`src/rtl/ysyx_22051013_trap_pkg.sv`:
```
// ---------------------------------------------------------------------------
// ysyx_22051013_trap_pkg
// Shared definitions for the machine-mode trap/CSR sequencer:
//   - sequencer state enum
//   - csr_ctl one-hot command encodings {wr, rd, ecall, mret}
//   - CSR instruction op encodings
//   - machine-mode CSR numbers used by the sequencer
//   - mcause constants
// No ports (package only).
// ---------------------------------------------------------------------------
package ysyx_22051013_trap_pkg;

  typedef enum logic [2:0] {
    S_IDLE   = 3'd0,
    S_CSR_RD = 3'd1,
    S_CSR_WR = 3'd2,
    S_TRAP   = 3'd3,
    S_RET    = 3'd4,
    S_REDIR  = 3'd5
  } trap_state_e;

  // csr_ctl bit order is {wr, rd, ecall, mret}; never more than one set.
  localparam logic [3:0] CTL_NONE  = 4'b0000;
  localparam logic [3:0] CTL_WR    = 4'b1000;
  localparam logic [3:0] CTL_RD    = 4'b0100;
  localparam logic [3:0] CTL_ECALL = 4'b0010;
  localparam logic [3:0] CTL_MRET  = 4'b0001;

  localparam logic [1:0] OP_RW = 2'b01;
  localparam logic [1:0] OP_RS = 2'b10;
  localparam logic [1:0] OP_RC = 2'b11;

  localparam logic [11:0] CSR_MSTATUS = 12'h300;
  localparam logic [11:0] CSR_MTVEC   = 12'h305;
  localparam logic [11:0] CSR_MEPC    = 12'h341;
  localparam logic [11:0] CSR_MCAUSE  = 12'h342;

  localparam logic [63:0] MCAUSE_ECALL_M = 64'd11;
  localparam logic [63:0] MCAUSE_M_TIMER = 64'h8000_0000_0000_0007;

endpackage

```
`src/rtl/ysyx_22051013_csr_alu.sv`:
```
// ---------------------------------------------------------------------------
// ysyx_22051013_csr_alu
// Combinational write-value generator for Zicsr read-modify-write ops.
// Ports:
//   i_op    [1:0]      01 csrrw, 10 csrrs, 11 csrrc
//   i_old   [XLEN-1:0] current CSR value
//   i_src   [XLEN-1:0] rs1 or zimm operand
//   o_wdata [XLEN-1:0] new CSR value
// ---------------------------------------------------------------------------
module ysyx_22051013_csr_alu
  import ysyx_22051013_trap_pkg::*;
#(
  parameter int XLEN = 64
) (
  input  logic [1:0]      i_op,
  input  logic [XLEN-1:0] i_old,
  input  logic [XLEN-1:0] i_src,
  output logic [XLEN-1:0] o_wdata
);

  always_comb begin
    o_wdata = i_old;
    case (i_op)
      OP_RW:   o_wdata = i_src;
      OP_RS:   o_wdata = i_old | i_src;
      OP_RC:   o_wdata = i_old & ~i_src;
      // 2'b00 is not a legal op; leave the CSR unchanged.
      default: o_wdata = i_old;
    endcase
  end

endmodule

```
`src/rtl/ysyx_22051013_trap_ctrl.sv`:
```
// ---------------------------------------------------------------------------
// ysyx_22051013_trap_ctrl
// Sequencing master for the machine-mode CSR file. Takes ECALL / MRET / CSR
// instruction requests from execute, drives the CSR file command port over a
// fixed multi-cycle sequence, returns the old CSR value for rd or a PC
// redirect (which doubles as flush), and stalls IF/ID while busy.
//
// Optional feature macro: YSYX_22051013_TRAP_IRQ_EN
//   defined   : a pending, enabled timer interrupt preempts a request seen in
//               IDLE (request not consumed; it replays after the redirect).
//   undefined : i_mtip / i_irq_enable are ignored.
//
// Ports:
//   clk, rst              clock, asynchronous active-high reset
//   i_req_valid/o_req_ready   request handshake (ready only in IDLE)
//   i_req_ecall/_mret/_csr    request kind (priority ecall > mret > csr)
//   i_req_csr_op [1:0]    01 rw, 10 rs, 11 rc
//   i_req_csr_nowr        skip the write phase
//   i_req_csr_addr [11:0] CSR number
//   i_req_src, i_req_pc   operand and instruction PC
//   o_csr_ctl [3:0]       {wr, rd, ecall, mret} command to CSR file
//   o_csr_addr, o_write_csr_data, o_mcause_value   command payload
//   i_read_csr_data       combinational read data from CSR file
//   o_stall               high whenever not IDLE
//   o_done, o_rd_wen, o_rd_wdata   completion / rd writeback
//   o_redirect_valid, o_redirect_pc   PC redirect + flush
//   i_mtip, i_irq_enable  timer pending / enabled
//
// State table:
//   S_IDLE   | ready for a request; csr_ctl = 0
//   S_CSR_RD | read phase of a CSR instruction, capture old value
//   S_CSR_WR | write phase of a CSR instruction, rd writeback
//   S_TRAP   | write mepc/mcause, CSR file presents mtvec
//   S_RET    | mret command, CSR file presents mepc
//   S_REDIR  | redirect pulse to the captured target
// ---------------------------------------------------------------------------
module ysyx_22051013_trap_ctrl
  import ysyx_22051013_trap_pkg::*;
#(
  parameter int              XLEN        = 64,
  parameter logic [XLEN-1:0] ECALL_CAUSE = XLEN'(MCAUSE_ECALL_M)
) (
  input  logic            clk,
  input  logic            rst,
  input  logic            i_req_valid,
  output logic            o_req_ready,
  input  logic            i_req_ecall,
  input  logic            i_req_mret,
  input  logic            i_req_csr,
  input  logic [1:0]      i_req_csr_op,
  input  logic            i_req_csr_nowr,
  input  logic [11:0]     i_req_csr_addr,
  input  logic [XLEN-1:0] i_req_src,
  input  logic [XLEN-1:0] i_req_pc,
  output logic [3:0]      o_csr_ctl,
  output logic [11:0]     o_csr_addr,
  output logic [XLEN-1:0] o_write_csr_data,
  output logic [XLEN-1:0] o_mcause_value,
  input  logic [XLEN-1:0] i_read_csr_data,
  output logic            o_stall,
  output logic            o_done,
  output logic [XLEN-1:0] o_rd_wdata,
  output logic            o_rd_wen,
  output logic            o_redirect_valid,
  output logic [XLEN-1:0] o_redirect_pc,
  input  logic            i_mtip,
  input  logic            i_irq_enable
);

  trap_state_e     r_state;
  trap_state_e     w_next;
  logic [XLEN-1:0] r_pc;
  logic [XLEN-1:0] r_src;
  logic [XLEN-1:0] r_old;
  logic [XLEN-1:0] r_target;
  logic [11:0]     r_addr;
  logic [1:0]      r_op;
  logic            r_nowr;
  logic            r_irq;
  logic            w_irq_take;
  logic            w_accept;
  logic [XLEN-1:0] w_alu_wdata;

`ifdef YSYX_22051013_TRAP_IRQ_EN
  // Only sampled in IDLE, so an interrupt raised mid-sequence waits for IDLE.
  assign w_irq_take = i_mtip & i_irq_enable & i_req_valid;
`else
  // Pins kept for a uniform interface; the interrupt path is compiled out.
  assign w_irq_take = 1'b0 & i_mtip & i_irq_enable;
`endif

  assign w_accept = i_req_valid & ~w_irq_take &
                    (i_req_ecall | i_req_mret | i_req_csr);

  assign o_stall  = (r_state != S_IDLE);

  ysyx_22051013_csr_alu #(
    .XLEN (XLEN)
  ) u_csr_alu (
    .i_op    (r_op),
    .i_old   (r_old),
    .i_src   (r_src),
    .o_wdata (w_alu_wdata)
  );

  always_ff @(posedge clk or posedge rst) begin
    if (rst) begin
      r_state  <= S_IDLE;
      r_pc     <= '0;
      r_src    <= '0;
      r_old    <= '0;
      r_target <= '0;
      r_addr   <= '0;
      r_op     <= '0;
      r_nowr   <= 1'b0;
      r_irq    <= 1'b0;
    end else begin
      r_state <= w_next;
      case (r_state)
        S_IDLE: begin
          if (w_irq_take) begin
            r_pc  <= i_req_pc;
            r_irq <= 1'b1;
          end else if (w_accept) begin
            r_pc   <= i_req_pc;
            r_src  <= i_req_src;
            r_addr <= i_req_csr_addr;
            r_op   <= i_req_csr_op;
            r_nowr <= i_req_csr_nowr;
            r_irq  <= 1'b0;
          end
        end
        S_CSR_RD: r_old    <= i_read_csr_data;
        // Direct mode only: the low two bits of mtvec are the mode field.
        S_TRAP:   r_target <= {i_read_csr_data[XLEN-1:2], 2'b00};
        S_RET:    r_target <= i_read_csr_data;
        default: ;
      endcase
    end
  end

  always_comb begin
    w_next           = r_state;
    o_req_ready      = 1'b0;
    o_csr_ctl        = CTL_NONE;
    o_csr_addr       = '0;
    o_write_csr_data = '0;
    o_mcause_value   = '0;
    o_done           = 1'b0;
    o_rd_wen         = 1'b0;
    o_rd_wdata       = '0;
    o_redirect_valid = 1'b0;
    o_redirect_pc    = '0;
    case (r_state)
      S_IDLE: begin
        o_req_ready = 1'b1;
        if (w_irq_take)                   w_next = S_TRAP;
        else if (i_req_valid & i_req_ecall) w_next = S_TRAP;
        else if (i_req_valid & i_req_mret)  w_next = S_RET;
        else if (i_req_valid & i_req_csr)   w_next = S_CSR_RD;
      end
      S_CSR_RD: begin
        o_csr_ctl  = CTL_RD;
        o_csr_addr = r_addr;
        if (r_nowr) begin
          // Read-only form finishes here; the read data is already the old value.
          o_done     = 1'b1;
          o_rd_wen   = 1'b1;
          o_rd_wdata = i_read_csr_data;
          w_next     = S_IDLE;
        end else begin
          w_next = S_CSR_WR;
        end
      end
      S_CSR_WR: begin
        o_csr_ctl        = CTL_WR;
        o_csr_addr       = r_addr;
        o_write_csr_data = w_alu_wdata;
        o_done           = 1'b1;
        o_rd_wen         = 1'b1;
        o_rd_wdata       = r_old;
        w_next           = S_IDLE;
      end
      S_TRAP: begin
        o_csr_ctl        = CTL_ECALL;
        o_csr_addr       = CSR_MTVEC;
        o_write_csr_data = r_pc;
        o_mcause_value   = r_irq ? XLEN'(MCAUSE_M_TIMER) : ECALL_CAUSE;
        w_next           = S_REDIR;
      end
      S_RET: begin
        o_csr_ctl  = CTL_MRET;
        o_csr_addr = CSR_MEPC;
        w_next     = S_REDIR;
      end
      S_REDIR: begin
        o_redirect_valid = 1'b1;
        o_redirect_pc    = r_target;
        // An interrupt did not consume the request, so it must not complete it.
        o_done           = ~r_irq;
        w_next           = S_IDLE;
      end
      default: w_next = S_IDLE;
    endcase
  end

endmodule

```
`config.mk`:
```
export PLATFORM = sky130hd
export DESIGN_NAME = ysyx_22051013_trap_ctrl
export DESIGN_NICKNAME = d
export VERILOG_FILES = /design/src/rtl/ysyx_22051013_trap_pkg.sv /design/src/rtl/ysyx_22051013_csr_alu.sv /design/src/rtl/ysyx_22051013_trap_ctrl.sv
export SDC_FILE = /design/constraint.sdc
export NUM_CORES = 1
export LEC_CHECK = 0
export CAP_MARGIN = 10
export CORE_AREA = 2 2 194 196
export DETAILED_ROUTE_END_ITERATION = 16
export DIE_AREA = 0 0 196 198
export DONT_BUFFER_PORTS = 1
export GPL_ROUTABILITY_DRIVEN = 0
export MAX_ROUTING_LAYER = met4
export PLACE_DENSITY_LB_ADDON = 0.1
export RECOVER_POWER = 100
export SYNTH_ARGS = -nofsm -noshare
export SYNTH_HDL_FRONTEND = slang
export SYNTH_SLANG_ARGS = --single-unit
export TNS_END_PERCENT = 20
```
`constraint.sdc`:
```
create_clock -name clk -period 9 [get_ports clk]
set_clock_uncertainty 0.1 [all_clocks]
set_input_delay 0.45 -clock clk [delete_from_list [all_inputs] [get_ports clk]]
set_output_delay 0.45 -clock clk [all_outputs]
set_load 0.005 [all_outputs]
```
After elaboration in Yosys (flattened, before gate mapping). Cells that the tools add are included.

Bits in registers: 274. Latch bits: 0. Bits in writable memories: 0. Memory bits (read-only): 0. Output and inout bits: 277. Word-level logic and storage cells: 52. Memories kept: 0.

$add $sub $neg: 0. Multiply operators: 0. Divide/modulo/power cells: 0. $lt $le $gt $ge: 0. Equality and inequality tests: 9. Shift operators: 0. Multiplexer cells: 19. Bitwise logic cells: 9. Reductions and logical operators: 7.

Operator list (count): $pmux 64 s2 (3); $pmux 64 s3 (1); $mux 64 (2); $and 64x64->64 (1); $not 64->64 (1); $or 64x64->64 (1); $pmux 12 s3 (1); $pmux 4 s4 (1); $mux 3 (3); $pmux 3 s3 (1); $eq 3x2->1 const B (2); $eq 3x3->1 const B (2); $reduce_or 2->1 (3); $and 1x1->1 (4); $eq 2x2->1 const B (2); $mux 4 (1); $ne 4x4->1 const B (1); $pmux 1 s2 (2); $eq 3x1->1 const B (1); $logic_not 3->1 (1); $mux 1 (3); $reduce_bool 3->1 (1); $eq 2x1->1 const B (1); $mux 2 (1); other kinds (3) (4).

Logic depth before layout (Yosys ltp).
Depth in word-level cells: 5. Gate-level depth with buffers: 7.

Cells and area by module. From an unflattened synthesis, not the netlist that was laid out.

Cells, all modules: 1199. Area total of the unflattened synthesis: 15074.5 sq um.

By module, submodules not included: ysyx_22051013_trap_ctrl (instances 1, cells an instance 915, area each 13291.5 sq um, seq. area each 6856.6 sq um); ysyx_22051013_csr_alu (instances 1, cells an instance 284, area each 1783.0 sq um, seq. area each 0.0 sq um).

Worst setup path before layout. OpenSTA, ideal clock, no wires.

Path type: register to output. From: register r_state[2]. To: output port o_rd_wdata[34]. Arrival time: 1501 ps. Required time: 8450 ps. Setup slack: 6949 ps. Cell stages (with the launch flop): 8. Cells stage by stage: dfrtp_1 > buf_4 > nor2_1 > nand2_1 > inv_2 > buf_2 > buf_1 > a22o_1.

Word-level cells in the longest chain between the ends: 2. Elaborated cells between the ends (all ways): 3. Those cells by class: eq/ne (2); mux (1).

RTL lines: start, declared (RTL line ysyx_22051013_trap_ctrl.sv:70) `trap_state_e r_state;`; start signal, assigned (RTL line ysyx_22051013_trap_ctrl.sv:118) `r_state <= w_next;`; $eq 3x2->1 or $eq 3x1->1 (tied branches) (RTL line ysyx_22051013_trap_ctrl.sv:154) `case (r_state)`; $pmux 64 s2 * (RTL line ysyx_22051013_trap_ctrl.sv:154); end, declared (RTL line ysyx_22051013_trap_ctrl.sv:62) `output logic [XLEN-1:0] o_rd_wdata,`.

Every way passes the cells marked *; elsewhere a longest branch is shown, timed or not.

Final worst setup path.
From: register r_state[2]. To: output port o_rd_wdata[60].

Same word-level chain as after synthesis.

==> impl_metrics.json <==
{
  "rsz0062_at_grt": "no",
  "area_growth_syn_to_layout_pct": 22.9,
  "reg2reg_slack_ps": 2840,
  "drive_above_1_share_pct": 20.0,
  "grt_usage_pct": 23.0,
  "path_buf_inv": 1,
  "place_hpwl_um": 27600,
  "wl_per_cell_um": 24.8,
  "drv_slew": 586,
  "finalSetupTns_ps": 0,
  "hp-class": "in -> reg",
  "synth_cells": 1130,
  "ioPinCount": 492,
  "yosys.area.top_type": "dfrtp_1",
  "cts_sinks": 274,
  "pre_cts_slack_ps": 5360,
  "ctsResizeCount": 0,
  "die_h_um": 198,
  "startpoint_type": "flop",
  "drv_cap": 12,
  "start_util_pct": 36.4,
  "clock_path_buffers": 3,
  "layout_min_cycle_time_ps": 6370,
  "ir_drop_uv": 182,
  "cts_tree": "done",
  "syn_area_um2": 13400,
  "design.die.area_um2": 38800,
  "grt_pass1_vias": 10200,
  "slew-limit-headroom_pct": -283,
  "final.setup.worst_slack_ps": 2630,
  "syn_avg_cell_area_um2": 11.9,
  "drcViolationCount": 0,
  "p_leak_nw": 6.80,
  "hold_violations": 0,
  "netlist.area_leader.share_pct": 51.0,
  "hold_buffers": 211,
  "setup_viol": 0,
  "via_per_inst": 5.35,
  "seq_area_frac_synth_pct": 51.0,
  "overflow": 0,
  "fmax_mhz": 157,
  "grt_max_degree": 152,
  "cts_root_buffer": "clkbuf_16",
  "worst_path_dominant_cell_family": "simple AND/OR/NAND/NOR gates",
  "synthTopCellsByArea": "dfrtp_1, mux2_2, mux2_1",
  "tightest_slew_ps": 5740,
  "cts_max_level": 1,
  "numCtsBuffers": 31,
  "status": "finished, violations left",
  "grt_pass1_wl_um": 65900,
  "antenna_found_initial": 3,
  "power_mw": 5.93,
  "placementRows": 71,
  "vias": 9612,
  "cts_setup_buffers": 0,
  "end_kind": "output pin",
  "path_cells": "nor3b_1 -> and2_0 -> clkbuf_1 -> a22o_1",
  "core_area_um2": 37000,
  "ant_nets": 0,
  "clkLatencyLatePin_ps": 570,
  "timing.final.crit_share_pct": 70.8,
  "fin_nets": 1514,
  "ys_ff_latch": 274,
  "io_buffers": 0,
  "fp.dieW_um": 196,
  "drt-total-wl_um": 44500,
  "worstPathRequired_ps": 8450,
  "crit_fanout": 40,
  "slowest_delay_ps": 1810,
  "path_class": "reg -> out",
  "violations": "max-capacitance violations, max-slew violations",
  "yosysWarnings": 0,
  "ys_types": 33,
  "worstPathArrival_ps": 5820,
  "firstDrtPassIters": 4,
  "power_density_nw_per_um2": 359,
  "initialDrtViolationCount": 445,
  "worst_path_max_delay_cell": "clkbuf_1",
  "path_clk_slew_ps": 70
}
[metrics by stage]
stage	instance area, µm²	util [%]	std cells	hold slack (ps)
floorplan	13700	-	1190	345
global placement	13500	36.6	1529	368
detailed placement	13500	36.6	1529	375
CTS	16600	44.9	1796	110
global route	16500	44.7	1798	203
finish	16500	44.7	1798	164
[registers in the layout, indices dropped and copies added (netlist names)]
signal	flops
r_src	64
r_pc	64
r_nowr	1
r_state	3
r_old	64
r_op	2
r_addr	12
r_target	64
[report_power, final]
group / total [mW] / internal [mW] / switching [mW] / leakage, nW
clock network: 1.24 / 0.705 / 0.530 / 0.499
registers: 2.29 / 1.88 / 0.414 / 3.22
logic: 2.40 / 1.12 / 1.28 / 3.08
[worst reg2reg max path, cell delays in order, from the launching register on]
cell and delay, ps:
dfrtp_1 470, nor3_1 590, nand2_1 150, nor2_1 2520, clkbuf_2 1670, mux2_2 530
[synth_stat cells]
cell type,count
dfrtp_1,274
a21o_1,2
and3b_1,1
o21ai_0,118
nor2_4,1
and2_1,72
mux2_2,199
nor3_1,1
nor2_1,6
a22o_1,66
xor2_1,1
clkbuf_1,46
inv_2,2
xnor2_1,1
buf_2,23
or2_2,1
o31ai_1,2
conb_1,1
o21ai_1,10
buf_4,71
nand3_1,3
nor3_4,1
mux2_1,70
or3_1,1
buf_6,8
a21oi_1,1
a22oi_1,63
inv_1,5
mux2i_1,1
nand2_1,76
nor3b_1,1
nor3b_4,1
buf_1,1
[metal layers]
layer	share of wire [%]	vias up	GRT usage, %
li1	-	4264	-
met1	41	4909	28.1
met2	49	376	38.6
met3	7.3	63	5.23
met4	2.4	0	6.17
met5	0	-	-
[area by class of cell]
class                           instances  area (µm²)
Clock inverter                         15         100
Clock buffer                           41         873
Fill cell                            3511       20400
Sequential cell                       274        6860
Multi-Input combinational cell        760        5860
Inverter                                7        27.5
Timing Repair Buffer                  225        2200
Tap cell                              474         593
Antenna cell                            2        5.00
[worst paths after layout]
kind / startpoint / end / cells past startpoint
setup reg to reg: r_state[2]$_DFFE_PP0P_ / r_addr[0]$_DFFE_PP0P_ / 5
max in group asynchronous: rst / r_pc[6]$_DFFE_PP0P_ / 2
hold / removal: i_req_ecall / r_state[0]$_DFFE_PP0P_ / 3
hold reg to reg: r_pc[4]$_DFFE_PP0P_ / r_pc[4]$_DFFE_PP0P_ / 1
min in group asynchronous: rst / r_pc[36]$_DFFE_PP0P_ / 2
setup / recovery: r_state[2]$_DFFE_PP0P_ / o_rd_wdata[60] / 4
[layout by cell type, fill, tap and decap left out, drive strengths merged, types with 2 or more instances in the layout]
master       synthesis  layout
a22o                66      66
nor3                 2       2
inv                  7       6
clkbuf              46      49
o31ai                2       2
dlygate4sd3          0     211
clkinv               0      14
o21ai              128     128
dfrtp              274     274
diode                0       2
nand2               76      76
a21o                 2       2
mux2               269     269
conb                 1      61
nor3b                2       2
and2                72      72
nand3                3       3
buf                103       6
a22oi               63      63
nor2                 7       7
[kinds of logic (layout without fill, tap and decap cells)]
| logic type | after synthesis | after routing | share of synthesized area [%] |
|---|---|---|---|
| compound gates | 262 | 262 | 12.8 |
| xor+xnor | 2 | 2 | 0.130 |
| buf+inv | 156 | 288 | 7.00 |
| flops | 274 | 274 | 51.0 |
| mux | 270 | 270 | 22.6 |
| other cells | 1 | 63 | 0.0279 |
| simple gates | 165 | 165 | 6.35 |
Power figures use the tool's default switching activity.
